File: src/rtl/jk_ctrl_pkg.sv
// Shared encodings and helpers for the JK flop-bank command controller.
package jk_ctrl_pkg;

  typedef enum logic [1:0] {
    OP_HOLD = 2'b00,
    OP_RST  = 2'b01,
    OP_SET  = 2'b10,
    OP_TGL  = 2'b11
  } op_e;

  typedef enum logic [1:0] {
    S_IDLE  = 2'b00,
    S_ISSUE = 2'b01,
    S_CHECK = 2'b10
  } state_e;

  localparam int ERR_CNT_W = 8;

  // Returns {J,K} for one flop under the given operation.
  function automatic logic [1:0] op_to_jk(input op_e op);
    logic [1:0] jk;
    case (op)
      OP_RST:  jk = 2'b01;
      OP_SET:  jk = 2'b10;
      OP_TGL:  jk = 2'b11;
      default: jk = 2'b00;
    endcase
    return jk;
  endfunction

endpackage

File: src/rtl/jk_bank_ctrl_rr_arbiter.sv
// Combinational round-robin picker: first asserted request at or after ptr, with wrap.
module rr_arbiter
  import jk_ctrl_pkg::*;
#(
  parameter int N_REQ = 4,
  parameter int PTR_W = $clog2(N_REQ)
) (
  input  logic [N_REQ-1:0] req,
  input  logic [PTR_W-1:0] ptr,
  output logic             gnt_valid,
  output logic [PTR_W-1:0] gnt_idx
);

  logic [PTR_W:0] w_cand;

  // Scan from the farthest offset down so the closest hit to ptr wins.
  always_comb begin
    gnt_valid = 1'b0;
    gnt_idx   = '0;
    w_cand    = '0;
    for (int o = N_REQ - 1; o >= 0; o--) begin
      w_cand = {1'b0, ptr} + (PTR_W+1)'(o);
      if (w_cand >= (PTR_W+1)'(N_REQ)) begin
        w_cand = w_cand - (PTR_W+1)'(N_REQ);
      end
      if (req[w_cand[PTR_W-1:0]]) begin
        gnt_valid = 1'b1;
        gnt_idx   = w_cand[PTR_W-1:0];
      end
    end
  end

endmodule

File: src/rtl/jk_bank_ctrl.sv
// Round-robin command controller: issues one J/K pulse to a masked flop subset,
// reads the bank back one cycle later and acknowledges the requester.
module jk_bank_ctrl
  import jk_ctrl_pkg::*;
#(
  parameter int N_REQ = 4,
  parameter int N_FF  = 8
) (
  input  logic                   clk,
  input  logic                   rst,
  input  logic [N_REQ-1:0]       req,
  input  logic [2*N_REQ-1:0]     req_op,
  input  logic [N_REQ*N_FF-1:0]  req_mask,
  input  logic [N_FF-1:0]        q,
  output logic [N_FF-1:0]        j,
  output logic [N_FF-1:0]        k,
  output logic [N_REQ-1:0]       ack,
  output logic                   err,
  output logic                   busy,
  output logic [ERR_CNT_W-1:0]   err_cnt
);

  localparam int PTR_W = $clog2(N_REQ);

  state_e               r_state;
  state_e               w_state_nxt;
  logic [PTR_W-1:0]     r_ptr;
  logic [PTR_W-1:0]     r_gnt_idx;
  op_e                  r_op;
  logic [N_FF-1:0]      r_mask;
  logic [N_FF-1:0]      r_q_snap;
  logic [N_FF-1:0]      r_j;
  logic [N_FF-1:0]      r_k;
  logic [ERR_CNT_W-1:0] r_err_cnt;

  logic                 w_arb_vld;
  logic [PTR_W-1:0]     w_arb_idx;
  op_e                  w_sel_op;
  logic [N_FF-1:0]      w_sel_mask;
  logic [1:0]           w_sel_jk;
  logic [PTR_W-1:0]     w_ptr_nxt;
  logic [N_FF-1:0]      w_exp;
  logic [N_REQ-1:0]     w_ack;
  logic                 w_err;
  logic                 w_busy;

  function automatic logic [ERR_CNT_W-1:0] sat_inc(input logic [ERR_CNT_W-1:0] v);
    return (v == {ERR_CNT_W{1'b1}}) ? v : v + 1'b1;
  endfunction

  rr_arbiter #(
    .N_REQ (N_REQ),
    .PTR_W (PTR_W)
  ) u_arb (
    .req       (req),
    .ptr       (r_ptr),
    .gnt_valid (w_arb_vld),
    .gnt_idx   (w_arb_idx)
  );

  assign w_sel_op   = op_e'(req_op[2*int'(w_arb_idx) +: 2]);
  assign w_sel_mask = req_mask[int'(w_arb_idx)*N_FF +: N_FF];
  assign w_sel_jk   = op_to_jk(w_sel_op);
  assign w_ptr_nxt  = (r_gnt_idx == PTR_W'(N_REQ - 1)) ? '0 : r_gnt_idx + 1'b1;

  always_ff @(posedge clk) begin
    if (rst) begin
      r_state <= S_IDLE;
    end else begin
      r_state <= w_state_nxt;
    end
  end

  always_comb begin
    w_state_nxt = r_state;
    w_ack       = '0;
    w_err       = 1'b0;
    w_busy      = 1'b0;
    w_exp       = '0;
    case (r_state)
      S_IDLE: begin
        if (w_arb_vld) begin
          w_state_nxt = S_ISSUE;
        end
      end
      S_ISSUE: begin
        w_busy      = 1'b1;
        w_state_nxt = S_CHECK;
      end
      S_CHECK: begin
        w_busy = 1'b1;
        case (r_op)
          OP_SET:  w_exp = r_mask;
          OP_RST:  w_exp = '0;
          OP_TGL:  w_exp = ~r_q_snap;
          default: w_exp = r_q_snap;
        endcase
        w_ack[r_gnt_idx] = 1'b1;
        w_err            = |((q ^ w_exp) & r_mask);
        w_state_nxt      = S_IDLE;
      end
      default: w_state_nxt = S_IDLE;
    endcase
  end

  // ack/err are gated by rst so a reset during CHECK aborts cleanly.
  assign ack     = rst ? '0 : w_ack;
  assign err     = rst ? 1'b0 : w_err;
  assign busy    = w_busy;
  assign j       = r_j;
  assign k       = r_k;
  assign err_cnt = r_err_cnt;

  always_ff @(posedge clk) begin
    if (rst) begin
      r_ptr     <= '0;
      r_j       <= '0;
      r_k       <= '0;
      r_err_cnt <= '0;
    end else begin
      case (r_state)
        S_IDLE: begin
          if (w_arb_vld) begin
            r_j <= {N_FF{w_sel_jk[1]}} & w_sel_mask;
            r_k <= {N_FF{w_sel_jk[0]}} & w_sel_mask;
          end else begin
            r_j <= '0;
            r_k <= '0;
          end
        end
        S_ISSUE: begin
          r_j   <= '0;
          r_k   <= '0;
          r_ptr <= w_ptr_nxt;
        end
        S_CHECK: begin
          if (w_err) begin
            r_err_cnt <= sat_inc(r_err_cnt);
          end
        end
        default: begin
          r_j <= '0;
          r_k <= '0;
        end
      endcase
    end
  end

  // Grant-time latches and the pre-update readback snapshot carry no reset.
  always_ff @(posedge clk) begin
    if (r_state == S_IDLE && w_arb_vld) begin
      r_gnt_idx <= w_arb_idx;
      r_op      <= w_sel_op;
      r_mask    <= w_sel_mask;
    end
    if (r_state == S_ISSUE) begin
      r_q_snap <= q;
    end
  end

endmodule
File: config.mk
export PLATFORM = sky130hd
export DESIGN_NAME = jk_bank_ctrl
export DESIGN_NICKNAME = d
export VERILOG_FILES = /design/src/rtl/jk_ctrl_pkg.sv /design/src/rtl/jk_bank_ctrl_rr_arbiter.sv /design/src/rtl/jk_bank_ctrl.sv
export SDC_FILE = /design/constraint.sdc
export NUM_CORES = 1
export LEC_CHECK = 0
export CAP_MARGIN = 30
export CELL_PAD_IN_SITES_DETAIL_PLACEMENT = 2
export CELL_PAD_IN_SITES_GLOBAL_PLACEMENT = 2
export CORE_MARGIN = 1.5
export CORE_UTILIZATION = 28
export CTS_CLUSTER_SIZE = 14
export DETAILED_ROUTE_END_ITERATION = 7
export PLACE_DENSITY = 0.79
export SYNTH_ARGS = -nofsm -noshare
export SYNTH_HDL_FRONTEND = slang
export SYNTH_SLANG_ARGS = --single-unit
File: constraint.sdc
create_clock -name clk -period 2.6 [get_ports clk]
set_input_delay 0.26 -clock clk [delete_from_list [all_inputs] [get_ports clk]]
set_output_delay 0.26 -clock clk [all_outputs]
set_load 0.01 [all_outputs]
Word level (Yosys, flattened, before mapping)
Cells that the tools add are included.

Logic and storage cells: 90. Input port bits: 54. Bits in registers: 48.

Bitwise operators: 6. Reduce and logical (&&, ||, !) cells: 6. Mux-type cells: 37. Magnitude comparators: 10. $add $sub $neg: 9. Equal/unequal tests: 11. Shifts and indexed selects: 2.

Operator list (count): one-hot mux 8 bit (2 select lines) (2); indexed part select 32 x 6 -> 8 bit (1); bitwise AND 8 bit (3); 2-to-1 mux 8 bit (3); one-hot mux 8 bit (3 select lines) (1); 2-to-1 mux 2 bit (10); less-than comparator 2 x 3 -> 1 bit (second input constant) (5); == test 2 bit (second input constant) (6); 2-to-1 mux 1 bit (12); >= comparator 3 bit (second input constant) (3); adder 8 x 1 -> 8 bit (second input constant) (1); binary-select mux 1 bit (select 2 bit) (4); == test 8 bit (second input constant) (1); 2-to-1 mux 4 bit (2); inverter 8 bit (1); OR reduction 8 bit (1); indexed part select 8 x 4 -> 2 bit (1); subtractor 2 x 1 -> 2 bit (second input constant) (4); bitwise XOR 8 bit (1); adder 2 x 2 -> 3 bit (second input constant) (2); == test 2 x 1 -> 1 bit (second input constant) (3); one-hot mux 2 bit (3 select lines) (1); one-hot mux 2 bit (2 select lines) (1); adder 2 x 1 -> 3 bit (second input constant) (1); other kinds (10) (11).

Depth between registers and ports, before layout
Depth after elaboration: 15. Mapped depth: 9. Depth with buffers taken out: 7.

Cells and area by module
Synthesis repeated with hierarchy kept, for this count alone.

Cell total of the unflattened synthesis: 205. Area total of the unflattened synthesis: 2393.5 sq um.

By module, submodules not included: jk_bank_ctrl (seq. area each 1161.1 sq um, cells an instance 192, times used 1, area an instance 2316.0 sq um); rr_arbiter (seq. area each 0.0 sq um, cells an instance 13, times used 1, area an instance 77.6 sq um).

Worst setup path after synthesis
Ideal clock, no wire load.

Path kind: register -> register. Start point: reg r_op[1]. End point: reg r_err_cnt[5], in the netlist err_cnt[5]. Arrival time: 1.840 ns. Buffers on the path: 1. Stages on the path, launching flop included: 9. Setup slack: 0.636 ns. Path through: edfxtp_1 -> buf_6 -> nor2_1 -> a21oi_2 -> mux2i_1 -> a2111oi_2 -> a21oi_2 -> nand4_1 -> mux2_1.

Cells in the longest elaborated chain, start to end: 8.

Ends and longest elaborated chain: from (decl) (RTL line jk_bank_ctrl.sv:29) `op_e r_op;`; from (signal assigned) (RTL line jk_bank_ctrl.sv:153) `r_op <= w_sel_op;`; == test 2 bit or == test 2 x 1 -> 1 bit (tied branches) (RTL line jk_bank_ctrl.sv:92) `case (r_op)`; one-hot mux 8 bit (3 select lines) * (RTL line jk_bank_ctrl.sv:92); 2-to-1 mux 8 bit * (RTL line jk_bank_ctrl.sv:80) `case (r_state)`; bitwise XOR 8 bit * (RTL line jk_bank_ctrl.sv:99) `w_err = |((q ^ w_exp) & r_mask);`; bitwise AND 8 bit * (RTL line jk_bank_ctrl.sv:99); OR reduction 8 bit * (RTL line jk_bank_ctrl.sv:99); 2-to-1 mux 1 bit * (RTL line jk_bank_ctrl.sv:80); AND reduction 3 bit (no source line) *; to (signal assigned) (RTL line jk_bank_ctrl.sv:138) `r_err_cnt <= sat_inc(r_err_cnt);`; to (decl) (RTL line jk_bank_ctrl.sv:34) `logic [ERR_CNT_W-1:0] r_err_cnt;`.

Mark *: on every way between the ends. The rest lies on a longest branch, timed or not. The select of a mux whose other input is x is not followed. A chain may end at the register's enable or synchronous reset.

Worst setup path in the final report
Start point: reg r_op[1]. End point: out err.

Cells in the longest elaborated chain, start to end: 8.

Ends and longest elaborated chain: == test 2 bit or == test 2 x 1 -> 1 bit (tied branches) (RTL line jk_bank_ctrl.sv:92); one-hot mux 8 bit (3 select lines) * (RTL line jk_bank_ctrl.sv:92); 2-to-1 mux 8 bit * (RTL line jk_bank_ctrl.sv:80); bitwise XOR 8 bit * (RTL line jk_bank_ctrl.sv:99); bitwise AND 8 bit * (RTL line jk_bank_ctrl.sv:99); OR reduction 8 bit * (RTL line jk_bank_ctrl.sv:99); 2-to-1 mux 1 bit * (RTL line jk_bank_ctrl.sv:80); 2-to-1 mux 1 bit * (RTL line jk_bank_ctrl.sv:108) `assign err = rst ? 1'b0 : w_err;`; to (decl) (RTL line jk_bank_ctrl.sv:18) `output logic err,`.

Marked as above.

==> key figures <==
Die
  • Io pins: 84
  • Full die area: 9380 um2
  • Row count: 34
  • Die H: 96.85 um
  • Die X: 96.85 um
  • Core area: 8636 um2
  • Initial Utilization: 28.56%

Timing
  • Endpoints failing setup: 0
  • RSZ-0062 raised after global routing: true
  • Final Cycle Share: 96.06%
  • Worst-Margin Slew: 0.7429 ns
  • Final Hold Viols: 0
  • Hold Worst Slack: 0.4916 ns
  • Fin Setup TNS: 0 ns
  • Clk_skew: 0.01107 ns
  • Slew Limit Fails: 0
  • Fmax: 400.4 MHz
  • Rel. slew slack: 50.47%
  • Fin crit period: 2.498 ns

Logic synthesis
  • Synth cell types: 35
  • Cells after Synth: 226
  • Synth Flop Type: dfxtp_1
  • Synth Register Bits: 48
  • Share of the synthesized area in the top cell type: 24.35%
  • Leading area contributor after synthesis: edfxtp_1
  • YS warnings: 0
  • Post-synthesis instance area: 2466 um2
  • Synth Net Count: 289
  • Synthesized area per cell: 10.91 um2
  • Area contributors post-synth: edfxtp_1, dfxtp_1, mux2i_1, a22o_1, ha_1
  • Post-synth EDFFs: 20
  • Synth cell count leaders: mux2i_1, dfxtp_1, edfxtp_1, nor2_1, a22o_1
  • Top-count cell post-synth: mux2i_1
  • Post-synth ARST share: 0%
  • Sequential element share of the synthesized area: 47.08%

Run status
  • Status: finished clean

CTS
  • Hold Buf Count CTS: 0
  • H-tree level count: 2
  • Sink Count: 48
  • Clock transition at path regs: 0.09 ns
  • TritonCTS clock tree: done
  • Num CTS Buffers: 5
  • CTS root buf: clkbuf_8
  • Clock latency on the worst-skew pair: 0.29 ns
  • Clock buffer depth: 2

Pwr
  • Combinational share of power: 30.3%
  • Total Power: 0.001976 W
  • Sequential Power Share: 47.8%
  • Pleak: 1.455 nW
  • Switching part of the total: 29.72%
  • IR drop worst, VDD: 0.2204 mV
  • Pwr per Cell Area: 549.5 nW/um2
  • Clock share of power: 22.0%
  • P_int: 0.001389 W
  • Psw: 0.0005873 W

Routing
  • Post-Route WL: 6412 um
  • Vias per Instance: 4.784
  • Routed len/inst: 14.91 um
  • Vias post-DR: 2,057
  • ANT nets after route: 0
  • # DRC: 0
  • 1st-pass router iterations: 3
  • DR iter-0 viols: 41

Setup path
  • Crit path cell chain: buf_4 > nor2_1 > a21oi_1 > mux2i_2 > a2111oi_4 > nand2_2 > and2_1 > dlygate4sd2_1
  • Worst setup EP type: primary output
  • CP max stage delay: 0.45 ns
  • Critical path arrival: 2.24 ns
  • Critical Path Start Type: register
  • CP Data Required Time: 2.34 ns
  • Crit Path Max Fanout: 4
  • Critical path's slowest cell: edfxtp_1
  • Setup Crit Path Kind: register to primary output

GRT
  • Largest net degree at the start of global routing: 17
  • Vias in the first global route: 2,189
  • GR Util All Layers: 14.17%
  • GRT overflow: 0
  • Wire length of the first global-routing pass: 10,860 um
  • Initial antenna violation count: 0

Place
  • RePlAce Congestion: 0.6932
  • Hpwl dp: 5308 um
  • IO Port Bufs: 83

Run
  • Max-Cap Viols: 0

Finish
  • P&R area growth vs syn: 45.81%
  • Antenna diodes: 0
  • Share of cells above drive strength 1: 9.938%
  • Final net count: 384
  • Final core occ: 41.64%

Min path
  • Hold Crit Class: register to register
==> sequential cells by signal (all words and copies together) (netlist names) <==
| name | cells |
|---|---|
| r_mask | 8 |
| j | 8 |
| r_gnt_idx | 2 |
| r_op | 2 |
| r_ptr | 2 |
| err_cnt | 8 |
| k | 8 |
| r_q_snap | 8 |
| r_state | 2 |
==> kinds of logic (layout without fill, tap and decap cells) <==
group,count (synthesis),in the layout,share of synthesized area (%)
xor+xnor,4,4,1.420
buf+inv,16,112,3.551
flops,48,48,47.08
compound gates,44,44,13.85
simple gates,63,63,12.33
mux,42,42,17.20
fa+ha+maj,9,9,4.566
==> worst max-delay path: cells and delay by family (launching register included) <==
family / cells / cell delay [ns]
AO/OA/AOI/OAI: 2 / 0.43
buffers and inverters: 2 / 0.45
flip-flops: 1 / 0.45
multiplexers: 1 / 0.19
AND/OR/NAND/NOR: 3 / 0.41
==> per-layer routing <==
metal	vias up	part of all wire [%]	GRT usage (%)	wire, um
li1	1010	-	-	-
met1	993	45	18.31	2906
met2	52	50	23.78	3175
met3	2	4.5	3.324	287
met4	0	0.66	3.679	42
met5	-	0	0	0
==> worst paths after layout <==
check	start	end	slack [ns]	depth (start not counted)
max	r_op[1]$_DFFE_PP_	err	0.10	8
min	j[4]$_SDFFE_PP0N_	j[4]$_SDFFE_PP0N_	0.49	1
max reg2reg	r_op[1]$_DFFE_PP_	err_cnt[7]$_SDFFE_PP0P_	0.23	11
min reg2reg	j[4]$_SDFFE_PP0N_	j[4]$_SDFFE_PP0N_	0.49	1
==> what timing repair did <==
action,in CTS,in global routing
setup buffers,5,0
pin swaps,2,2
endpoints found under the setup margin,1,4
cloned,0,0
gates resized for setup,4,3
==> through the flow <==
stage | cells | cell area, um2 | setup WS, ns
after detailed placement | 417 | 3435 | -0.06243
after floorplan | 226 | 2466 | 0.6363
after CTS | 430 | 3573 | 0.002925
after global placement | 416 | 3427 | 0.06214
final | 430 | 3596 | 0.1025
after global routing | 430 | 3596 | -0.01728
==> power by group through the flow <==
stage / Sequential (W) / Combinational [W] / Clock [W]
4_1_cts: 0.000945 / 0.000598 / 0.000458
6_report: 0.000944 / 0.000598 / 0.000434
3_3_place_gp: 0.000961 / 0.000530 / 0
3_5_place_dp: 0.000966 / 0.000554 / 0
5_1_grt: 0.000957 / 0.000657 / 0.000482
2_1_floorplan: 0.000946 / 0.000319 / 0
==> cell usage in the layout (no fill, tap or decap), types with 2 or more instances in the layout <==
| cell | netlist | final |
|---|---|---|
| nor2b_1 | 5 | 5 |
| and2_1 | 5 | 5 |
| clkdlybuf4s50_1 | 0 | 82 |
| xnor2_1 | 4 | 4 |
| nor2_1 | 20 | 19 |
| mux2i_1 | 39 | 38 |
| edfxtp_1 | 20 | 20 |
| o22ai_1 | 3 | 3 |
| o21ai_2 | 3 | 3 |
| nand4_1 | 3 | 3 |
| buf_4 | 1 | 13 |
| a21oi_2 | 3 | 2 |
| a22o_1 | 16 | 16 |
| dfxtp_1 | 28 | 28 |
| a21oi_1 | 10 | 10 |
| and3_1 | 3 | 3 |
| mux2_1 | 3 | 3 |
| inv_1 | 7 | 7 |
| a2111oi_4 | 0 | 2 |
| clkbuf_8 | 0 | 5 |
| nand2b_1 | 8 | 8 |
| nand2_1 | 14 | 13 |
| ha_1 | 9 | 9 |
| nand3_1 | 3 | 3 |
==> cell type report <==
type	instances	area, um2
timing repair buffer	96	927.1
fill	915	5040
tap	108	135.1
multi-input combinational	162	1259
clock buffer	6	72.57
clock inverter	2	11.26
inverter	8	30.03
sequential	48	1161
Note: power is estimated with default switching activity, not from simulation.
